File: src/rtl/fabric_unmap_tag.sv
// fabric_unmap_tag: restores a wide tag from a narrowed one via reverse CAM
// lookup of the packed {valid, src_tag, dst_tag} table; output through a
// 2-entry skid buffer (latency 1, full rate).
// Ports: clk, rst_n (async, active low); in_valid/in_ready/in_data
// {narrow tag, value}; out_valid/out_ready/out_data {wide tag, value};
// cfg_data packed table; error_valid/error_code sticky first error;
// drop_count saturating count of unmatched tokens.
module fabric_unmap_tag #(
    parameter int DATA_WIDTH       = 32,
    parameter int NARROW_TAG_WIDTH = 2,
    parameter int WIDE_TAG_WIDTH   = 4,
    parameter int TABLE_SIZE       = 4,
    localparam int ENTRY_WIDTH     = 1 + WIDE_TAG_WIDTH + NARROW_TAG_WIDTH,
    localparam int CONFIG_WIDTH    = TABLE_SIZE * ENTRY_WIDTH
) (
    input  logic                                 clk,
    input  logic                                 rst_n,
    input  logic                                 in_valid,
    output logic                                 in_ready,
    input  logic [DATA_WIDTH+NARROW_TAG_WIDTH-1:0] in_data,
    output logic                                 out_valid,
    input  logic                                 out_ready,
    output logic [DATA_WIDTH+WIDE_TAG_WIDTH-1:0] out_data,
    input  logic [CONFIG_WIDTH-1:0]              cfg_data,
    output logic                                 error_valid,
    output logic [15:0]                          error_code,
    output logic [15:0]                          drop_count
);

    localparam logic [15:0] CFG_UNMAP_TAG_DUP_TAG = 16'h0C01;
    localparam logic [15:0] RT_UNMAP_TAG_NO_MATCH = 16'h0C02;

    localparam int NW = NARROW_TAG_WIDTH;
    localparam int WW = WIDE_TAG_WIDTH;
    localparam int OW = DATA_WIDTH + WIDE_TAG_WIDTH;

    if (DATA_WIDTH < 1) begin : g_chk_dw
        $fatal(1, "COMP_UNMAP_TAG_DATA_WIDTH");
    end
    if (NARROW_TAG_WIDTH < 1) begin : g_chk_nw
        $fatal(1, "COMP_UNMAP_TAG_NARROW_TAG_WIDTH");
    end
    if (WIDE_TAG_WIDTH < 1) begin : g_chk_ww
        $fatal(1, "COMP_UNMAP_TAG_WIDE_TAG_WIDTH");
    end
    if (TABLE_SIZE < 1) begin : g_chk_ts
        $fatal(1, "COMP_UNMAP_TAG_TABLE_SIZE");
    end

    logic          w_ent_v   [TABLE_SIZE];
    logic [WW-1:0] w_ent_src [TABLE_SIZE];
    logic [NW-1:0] w_ent_dst [TABLE_SIZE];

    for (genvar g = 0; g < TABLE_SIZE; g++) begin : g_ent
        assign w_ent_v[g]   = cfg_data[g*ENTRY_WIDTH + ENTRY_WIDTH - 1];
        assign w_ent_src[g] = cfg_data[g*ENTRY_WIDTH + NW +: WW];
        assign w_ent_dst[g] = cfg_data[g*ENTRY_WIDTH +: NW];
    end

    logic [NW-1:0]         w_in_tag;
    logic [DATA_WIDTH-1:0] w_in_val;
    logic                  w_hit;
    logic [WW-1:0]         w_src;
    logic                  w_dup;

    assign w_in_tag = in_data[DATA_WIDTH +: NW];
    assign w_in_val = in_data[DATA_WIDTH-1:0];

    // Scan downwards so the lowest matching index is the last writer.
    always_comb begin
        w_hit = 1'b0;
        w_src = '0;
        for (int i = TABLE_SIZE - 1; i >= 0; i--) begin
            if (w_ent_v[i] && (w_ent_dst[i] == w_in_tag)) begin
                w_hit = 1'b1;
                w_src = w_ent_src[i];
            end
        end
    end

    always_comb begin
        w_dup = 1'b0;
        for (int i = 0; i < TABLE_SIZE; i++) begin
            for (int j = i + 1; j < TABLE_SIZE; j++) begin
                if (w_ent_v[i] && w_ent_v[j] &&
                    (w_ent_dst[i] == w_ent_dst[j]))
                    w_dup = 1'b1;
            end
        end
    end

    logic          r_m_valid;
    logic [OW-1:0] r_m_data;
    logic          r_s_valid;
    logic [OW-1:0] r_s_data;
    logic          r_err_valid;
    logic [15:0]   r_err_code;
    logic [15:0]   r_drop_cnt;

    logic          w_acc;
    logic          w_fire;
    logic          w_push;
    logic          w_drop;
    logic [OW-1:0] w_new;

    // Ready depends only on skid occupancy, never on out_ready.
    assign in_ready = !r_s_valid;
    assign w_acc    = in_valid && in_ready;
    assign w_fire   = r_m_valid && out_ready;
    assign w_push   = w_acc && w_hit;
    assign w_drop   = w_acc && !w_hit;
    assign w_new    = {w_src, w_in_val};

    // An accept implies the skid is empty, so the push below never
    // collides with an S->M transfer in the same cycle.
    always_ff @(posedge clk or negedge rst_n) begin
        if (!rst_n) begin
            r_m_valid <= 1'b0;
            r_m_data  <= '0;
            r_s_valid <= 1'b0;
            r_s_data  <= '0;
        end else begin
            if (w_fire) begin
                if (r_s_valid) begin
                    r_m_data  <= r_s_data;
                    r_s_valid <= 1'b0;
                end else begin
                    r_m_valid <= 1'b0;
                end
            end
            if (w_push) begin
                if (!r_m_valid || w_fire) begin
                    r_m_valid <= 1'b1;
                    r_m_data  <= w_new;
                end else begin
                    r_s_valid <= 1'b1;
                    r_s_data  <= w_new;
                end
            end
        end
    end

    always_ff @(posedge clk or negedge rst_n) begin
        if (!rst_n) begin
            r_err_valid <= 1'b0;
            r_err_code  <= '0;
            r_drop_cnt  <= '0;
        end else begin
            if (w_drop && (r_drop_cnt != 16'hFFFF))
                r_drop_cnt <= r_drop_cnt + 16'd1;
            if (!r_err_valid) begin
                if (w_dup) begin
                    r_err_valid <= 1'b1;
                    r_err_code  <= CFG_UNMAP_TAG_DUP_TAG;
                end else if (w_drop) begin
                    r_err_valid <= 1'b1;
                    r_err_code  <= RT_UNMAP_TAG_NO_MATCH;
                end
            end
        end
    end

    assign out_valid   = r_m_valid;
    assign out_data    = r_m_data;
    assign error_valid = r_err_valid;
    assign error_code  = r_err_code;
    assign drop_count  = r_drop_cnt;

endmodule

File: config.mk
export PLATFORM = sky130hd
export DESIGN_NAME = fabric_unmap_tag
export DESIGN_NICKNAME = d
export VERILOG_FILES = /design/src/rtl/fabric_unmap_tag.sv
export SDC_FILE = /design/constraint.sdc
export NUM_CORES = 1
export LEC_CHECK = 0
export CAP_MARGIN = 20
export CORE_UTILIZATION = 60
export CTS_CLUSTER_DIAMETER = 50
export DETAILED_ROUTE_END_ITERATION = 8
export DONT_BUFFER_PORTS = 1
export GPL_ROUTABILITY_DRIVEN = 0
export HOLD_SLACK_MARGIN = 0.15
export PLACE_DENSITY = 0.76
export SETUP_SLACK_MARGIN = 0.2
export SLEW_MARGIN = 20
export SYNTH_ARGS = -nofsm -noshare
export SYNTH_HDL_FRONTEND = slang
export SYNTH_SLANG_ARGS = --single-unit
File: constraint.sdc
create_clock -name clk -period 5.63 [get_ports clk]
set_input_delay 1.126 -clock clk [delete_from_list [all_inputs] [get_ports clk]]
set_output_delay 1.126 -clock clk [all_outputs]
set_load 0.01 [all_outputs]
==> results.py, run 1 <==
metrics = {
    "critical_path": {
        "cpPeakStageDelay_ps": 580,
        "start_kind": "input pin",
        "cp_data_required_time_ps": 5850,
        "cp-end-kind": "flip-flop",
        "path_class": "in2reg",
        "crit_chain": "nor2b_1 > nand2_1 > a41oi_4 > buf_16 > buf_4 > o21ai_0",
        "worst_path_max_delay_cell": "nor2b_1",
        "crit_arrival_ps": 3050,
        "cp_top_family": "simple AND/OR/NAND/NOR gates",
        "crit_buf_inv": 2,
        "worstPathMaxFanout": 30,
    },
    "die": {
        "chipWidth_microns": 90.8,
        "io_pins": 137,
        "core_sq_um": 7450,
        "rows": 31,
        "die_h_microns": 90.8,
        "die_area_sq_um": 8240,
        "start_util_pct": 63.5,
    },
    "global_routing": {
        "grt_overflow": 0,
        "grt_start_max_net_pins": 95,
        "grt_use_total_pct": 23.6,
        "grt_pass1_wl_mm": 15.5,
        "grt_pass1_vias": 3182,
        "antenna_found_initial": 0,
    },
    "clock_network": {
        "cts_buffer_depth": 2,
        "cts_resized": 0,
        "clk_pin_slew_ps": 100,
        "cts_made_buffers": 9,
        "cts_tree": "built",
        "post_cts_buffers": 0,
        "clock_sinks": 94,
        "h-tree-depth": 3,
        "clock_tree.root_cell": "clkbuf_8",
        "ctsHoldBuffers": 0,
        "clock_latency_ps": 360,
    },
    "place": {
        "place_hpwl_mm": 6.44,
        "placed_area_sq_um": 4650,
        "io_buffers": 0,
        "dp.cells": 499,
    },
    "yosys": {
        "yosysSeqAreaShare_pct": 49.8,
        "ys.flop_type": "dfrtp_1",
        "synth_top_area_share_pct": 49.8,
        "synthTopCellsByArea": "dfrtp_1 (50%), mux2_2 (8.3%), mux2i_1 (6.8%)",
        "ys_warn_count": 0,
        "synth_edf_count": 0,
        "yosysMostFrequentCell": "dfrtp_1",
        "yosys-top-cells-count": "dfrtp_1 (94), nand2_1 (45), o21ai_0 (36)",
        "synth_area_sq_um": 4730,
        "ys_types": 43,
        "yosys.area.top_type": "dfrtp_1",
        "synth_async_sr_flop_share_pct": 100,
        "syn_inst": 433,
        "ys_seq_elements": 94,
        "avgSynthCellArea_sq_um": 10.9,
    },
    "cells_and_area": {
        "diodes": 0,
        "nets": 479,
        "layout-drive-gt1-share_pct": 15.3,
        "final_area_sq_um": 4860,
        "layoutNonFillerInstCount": 516,
        "syn2layout_area_growth_pct": 2.91,
    },
    "detailed_routing": {
        "num_vias": 3169,
        "antenna_left": 0,
        "drc_errors": 0,
        "vias_per_cell": 6.14,
        "drt-initial-drc-count": 129,
        "routedWlPerCell_microns": 18.2,
        "routed_wl_mm": 9.38,
        "drtPass1Iterations": 5,
    },
    "pwr": {
        "p_seq_share_pct": 57.3,
        "p_clk_share_pct": 19.1,
        "power.switching_mw": 0.782,
        "power_frac_comb_pct": 23.6,
        "ir_worst_vdd_mv": 0.280,
        "internal_power_mw": 1.41,
        "swShare_pct": 35.7,
        "p_leak_nw": 2.31,
        "power_density_nw_per_um2": 450,
    },
    "job": {
        "cap_violations": 0,
    },
    "timing": {
        "slew_headroom_pct": 37.3,
        "slew_viol_final": 0,
        "fmax_mhz": 353,
        "skew_ps": 11.0,
        "grt_setup_unrepaired": "no",
        "fin_crit_ps": 2830,
        "worst_pin_slew_ps": 932,
        "finalCritPeriodShare_pct": 50.3,
        "finalHoldViolCount": 0,
        "fin_tns_setup_ps": 0,
        "setup_violations": 0,
    },
    "status": {
        "status": "finished clean",
    },
    "min_path": {
        "hold_path_class": "in2async",
    },
}
worst register-to-register path, cell delays in order (launching register included):
cell     delay (ps)
dfrtp_1         520
nor2b_1         630
nand2_1         190
a41oi_4         540
buf_16          240
buf_4           250
o21ai_0         130
layout by cell type (no fill, tap or decap), drive strengths merged, types with 4 or more instances in the layout:
cell / count
nor4: 9
mux2: 38
inv: 10
a21oi: 4
o31ai: 6
o21ai: 36
buf: 4
nand2: 45
clkbuf: 10
nand4: 12
nor3: 10
xnor2: 20
nand3: 17
dfrtp: 94
xor2: 13
and3: 6
nor2: 7
mux2i: 32
a21o: 5
conb: 12
flip-flops by register name, indices dropped and copies added, names as in the netlist:
register,cells
drop_count,16
r_s_data,36
r_s_valid,1
error_code,3
error_valid,1
out_valid,1
out_data,36
per-stage QoR:
step	hold WS, ps	util (%)	power, mW	setup WS, ps
floorplan	465	-	1.66	2870
finish	451	65.3	2.19	2800
CTS	442	64.9	2.20	2500
global placement	486	62.4	1.74	2230
detailed placement	489	62.4	1.79	2120
global route	431	65.3	2.34	2630
kinds of logic (layout without fill, tap and decap cells):
group                    Yosys count  count (layout)  synth area share (%)
AO/OA/AOI/OAI                     66              66                  9.00
XOR/XNOR                          33              33                  6.12
adder cells (fa/ha/maj)            1               1                 0.265
buffers and inverters             54              27                  6.65
flip-flops                        94              94                  49.8
multiplexers                      70              70                  16.1
other                              1              12                0.0794
AND/OR/NAND/NOR                  114             114                  12.0
area by class of cell:
cell class / instances / area [sq um]
clock buffer: 10 / 128
clock inverter: 6 / 53.8
fill: 569 / 2580
inverter: 7 / 26.3
multi-input combinational: 296 / 2130
sequential: 94 / 2350
tap: 99 / 124
timing repair buffer: 4 / 50.0
routing by layer:
metal | vias to the layer above | global-route usage [%] | share of wire [%]
met4 | 0 | 9.27 | 1.7
li1 | 1462 | - | -
met3 | 15 | 7.58 | 8.8
met2 | 127 | 36.9 | 48
met5 | - | 0 | 0
met1 | 1565 | 30.5 | 42
path summary, 6_finish.rpt:
kind	start	end	slack, ps	depth (start not counted)
worst max-delay path	in_valid	out_data[17]$_DFF_PN0_	2800	6
worst min-delay path	rst_n	out_data[11]$_DFF_PN0_	450	0
worst max register to register	r_s_valid$_DFF_PN0_	out_data[17]$_DFF_PN0_	3010	6
worst min register to register	r_s_data[33]$_DFFE_PN0P_	r_s_data[33]$_DFFE_PN0P_	500	2
max in group asynchronous	rst_n	r_s_data[28]$_DFFE_PN0P_	5030	0
min in group clk	r_s_data[33]$_DFFE_PN0P_	r_s_data[33]$_DFFE_PN0P_	500	2
power by group through the flow:
| stage | Sequential, mW | Combinational, mW | Clock [mW] |
|---|---|---|---|
| 3_3_place_gp | 1.26 | 0.488 | 0 |
| 6_report | 1.26 | 0.517 | 0.418 |
| 4_1_cts | 1.26 | 0.515 | 0.429 |
| 5_1_grt | 1.30 | 0.586 | 0.454 |
| 2_1_floorplan | 1.18 | 0.477 | 0 |
| 3_5_place_dp | 1.27 | 0.515 | 0 |
(Power assumes the default switching activity.)
==> run 2: changes to the inputs <==
- clock period: 5.63 -> 2.9 ns (I/O delays scaled with it)
==> results.py, run 2 (same netlist as run 1, synthesis figures left out) <==
metrics = {
    "clock_network": {
        "clk_pin_slew_ps": 100,
        "post_cts_buffers": 0,
        "clock_tree.root_cell": "clkbuf_8",
        "cts_made_buffers": 9,
        "cts_buffer_depth": 2,
        "cts_tree": "built",
        "cts_resized": 0,
        "clock_latency_ps": 350,
        "h-tree-depth": 3,
        "clock_sinks": 94,
    },
    "timing": {
        "fin_tns_setup_ps": 0,
        "hold-worst-slack_ps": -87.4,
        "fin_crit_ps": 1970,
        "slew_viol_final": 0,
        "finalHoldViolCount": 94,
        "skew_ps": 12.5,
        "fmax_mhz": 508,
        "setup_violations": 0,
        "finalCritPeriodShare_pct": 67.8,
        "grt_setup_unrepaired": "no",
    },
    "detailed_routing": {
        "drc_errors": 0,
        "vias_per_cell": 6.11,
        "top_layer_used": "met4",
        "routed_wl_mm": 9.19,
        "drt-initial-drc-count": 152,
        "dr_wl_met3_microns": 699,
        "num_vias": 3173,
        "drtPass1Iterations": 4,
        "antenna_left": 0,
        "dr_wl_met2_mm": 4.41,
        "routedWlPerCell_microns": 17.7,
        "wl_met1_mm": 3.96,
    },
    "cells_and_area": {
        "syn2layout_area_growth_pct": 3.73,
        "layout_common_cells": "dfrtp_1 (94), nand2_1 (45), o21ai_0 (36)",
        "layout-drive-gt1-share_pct": 15.7,
        "nets": 482,
        "fin_util_pct": 65.8,
        "layoutNonFillerInstCount": 519,
        "mostFrequentLayoutCell": "dfrtp_1",
        "diodes": 0,
    },
    "global_routing": {
        "grt_overflow": 0,
        "grt_start_max_net_pins": 95,
        "antenna_found_initial": 0,
        "grt_pass1_wl_mm": 15.0,
        "grt_use_total_pct": 22.8,
        "grt_pass1_vias": 3084,
    },
    "job": {
        "cap_violations": 0,
    },
    "pwr": {
        "power_mw": 4.31,
        "p_leak_nw": 2.33,
        "ir_worst_vdd_mv": 0.489,
        "power_density_nw_per_um2": 880,
    },
    "die": {
        "die_h_microns": 90.8,
        "die_area_sq_um": 8240,
        "io_pins": 137,
        "chipWidth_microns": 90.8,
        "start_util_pct": 63.5,
        "rows": 31,
        "core_sq_um": 7450,
    },
    "place": {
        "place_hpwl_mm": 6.35,
        "io_buffers": 0,
        "dp.cells": 503,
    },
    "critical_path": {
        "rr_worst_depth": 5,
        "r2r_setup_slack_ps": 930,
        "worstPathMaxFanout": 39,
        "cp_data_required_time_ps": 3130,
        "crit_arrival_ps": 2190,
        "cp-end-kind": "flip-flop",
        "path_class": "reg2reg",
        "start_kind": "flip-flop",
        "reg2reg_from": "r_s_valid$_DFF_PN0_",
        "worstReg2RegEnd": "r_s_data[30]$_DFFE_PN0P_",
    },
    "status": {
        "status": "complete, but fails checks",
        "violations": "hold timing",
    },
    "min_path": {
        "hold_path_class": "in2async",
    },
}
## run 2: worst max path at each step
| stage | end | slack [ps] | from |
|---|---|---|---|
| 2_1_floorplan | r_s_data[29]$_DFFE_PN0P_ | 690 | in_data[32] |
| 3_3_place_gp | error_code[10]$_DFFE_PN0P_ | 740 | in_data[32] |
| 3_5_place_dp | drop_count[1]$_DFFE_PN0P_ | 650 | in_data[33] |
| 4_1_cts | r_s_data[30]$_DFFE_PN0P_ | 940 | r_s_valid$_DFF_PN0_ |
| 5_1_grt | drop_count[9]$_DFFE_PN0P_ | 830 | drop_count[0]$_DFFE_PN0P_ |
| 6_report | r_s_data[30]$_DFFE_PN0P_ | 930 | r_s_valid$_DFF_PN0_ |
## run 2: report_power, final
group	switching (mW)	internal [mW]
Clock	0.461	0.407
Combinational	0.465	0.550
Sequential	0.568	1.86
## run 2: metrics by stage
| stage | instance area (sq um) | setup slack, ps |
|---|---|---|
| after detailed placement | 4700 | 651 |
| after global routing | 4900 | 832 |
| after global placement | 4700 | 737 |
| after floorplan | 4770 | 690 |
| final | 4900 | 933 |
| after CTS | 4900 | 944 |
## run 2: layout make-up
cell class,count,area (sq um)
fillers,577,2540
flip-flops and latches,94,2350
multi-input cells,296,2120
clock buffers,10,128
well taps,99,124
repair buffers,7,77.6
clock inverters,6,70.1
inverters,7,26.3
## run 2: metal layers
metal / vias to the layer above / global-route usage [%]
met2: 119 / 36.5
met1: 1575 / 29.5
met4: 0 / 8.20
li1: 1467 / -
met5: - / 0
met3: 12 / 6.48
## run 2: worst max-delay path, stage by stage, from the launching register on
cell      delay [ps]
dfrtp_1          490
nand2b_1         360
nor2_1           300
o41ai_4          140
buf_12           200
mux2_4           320
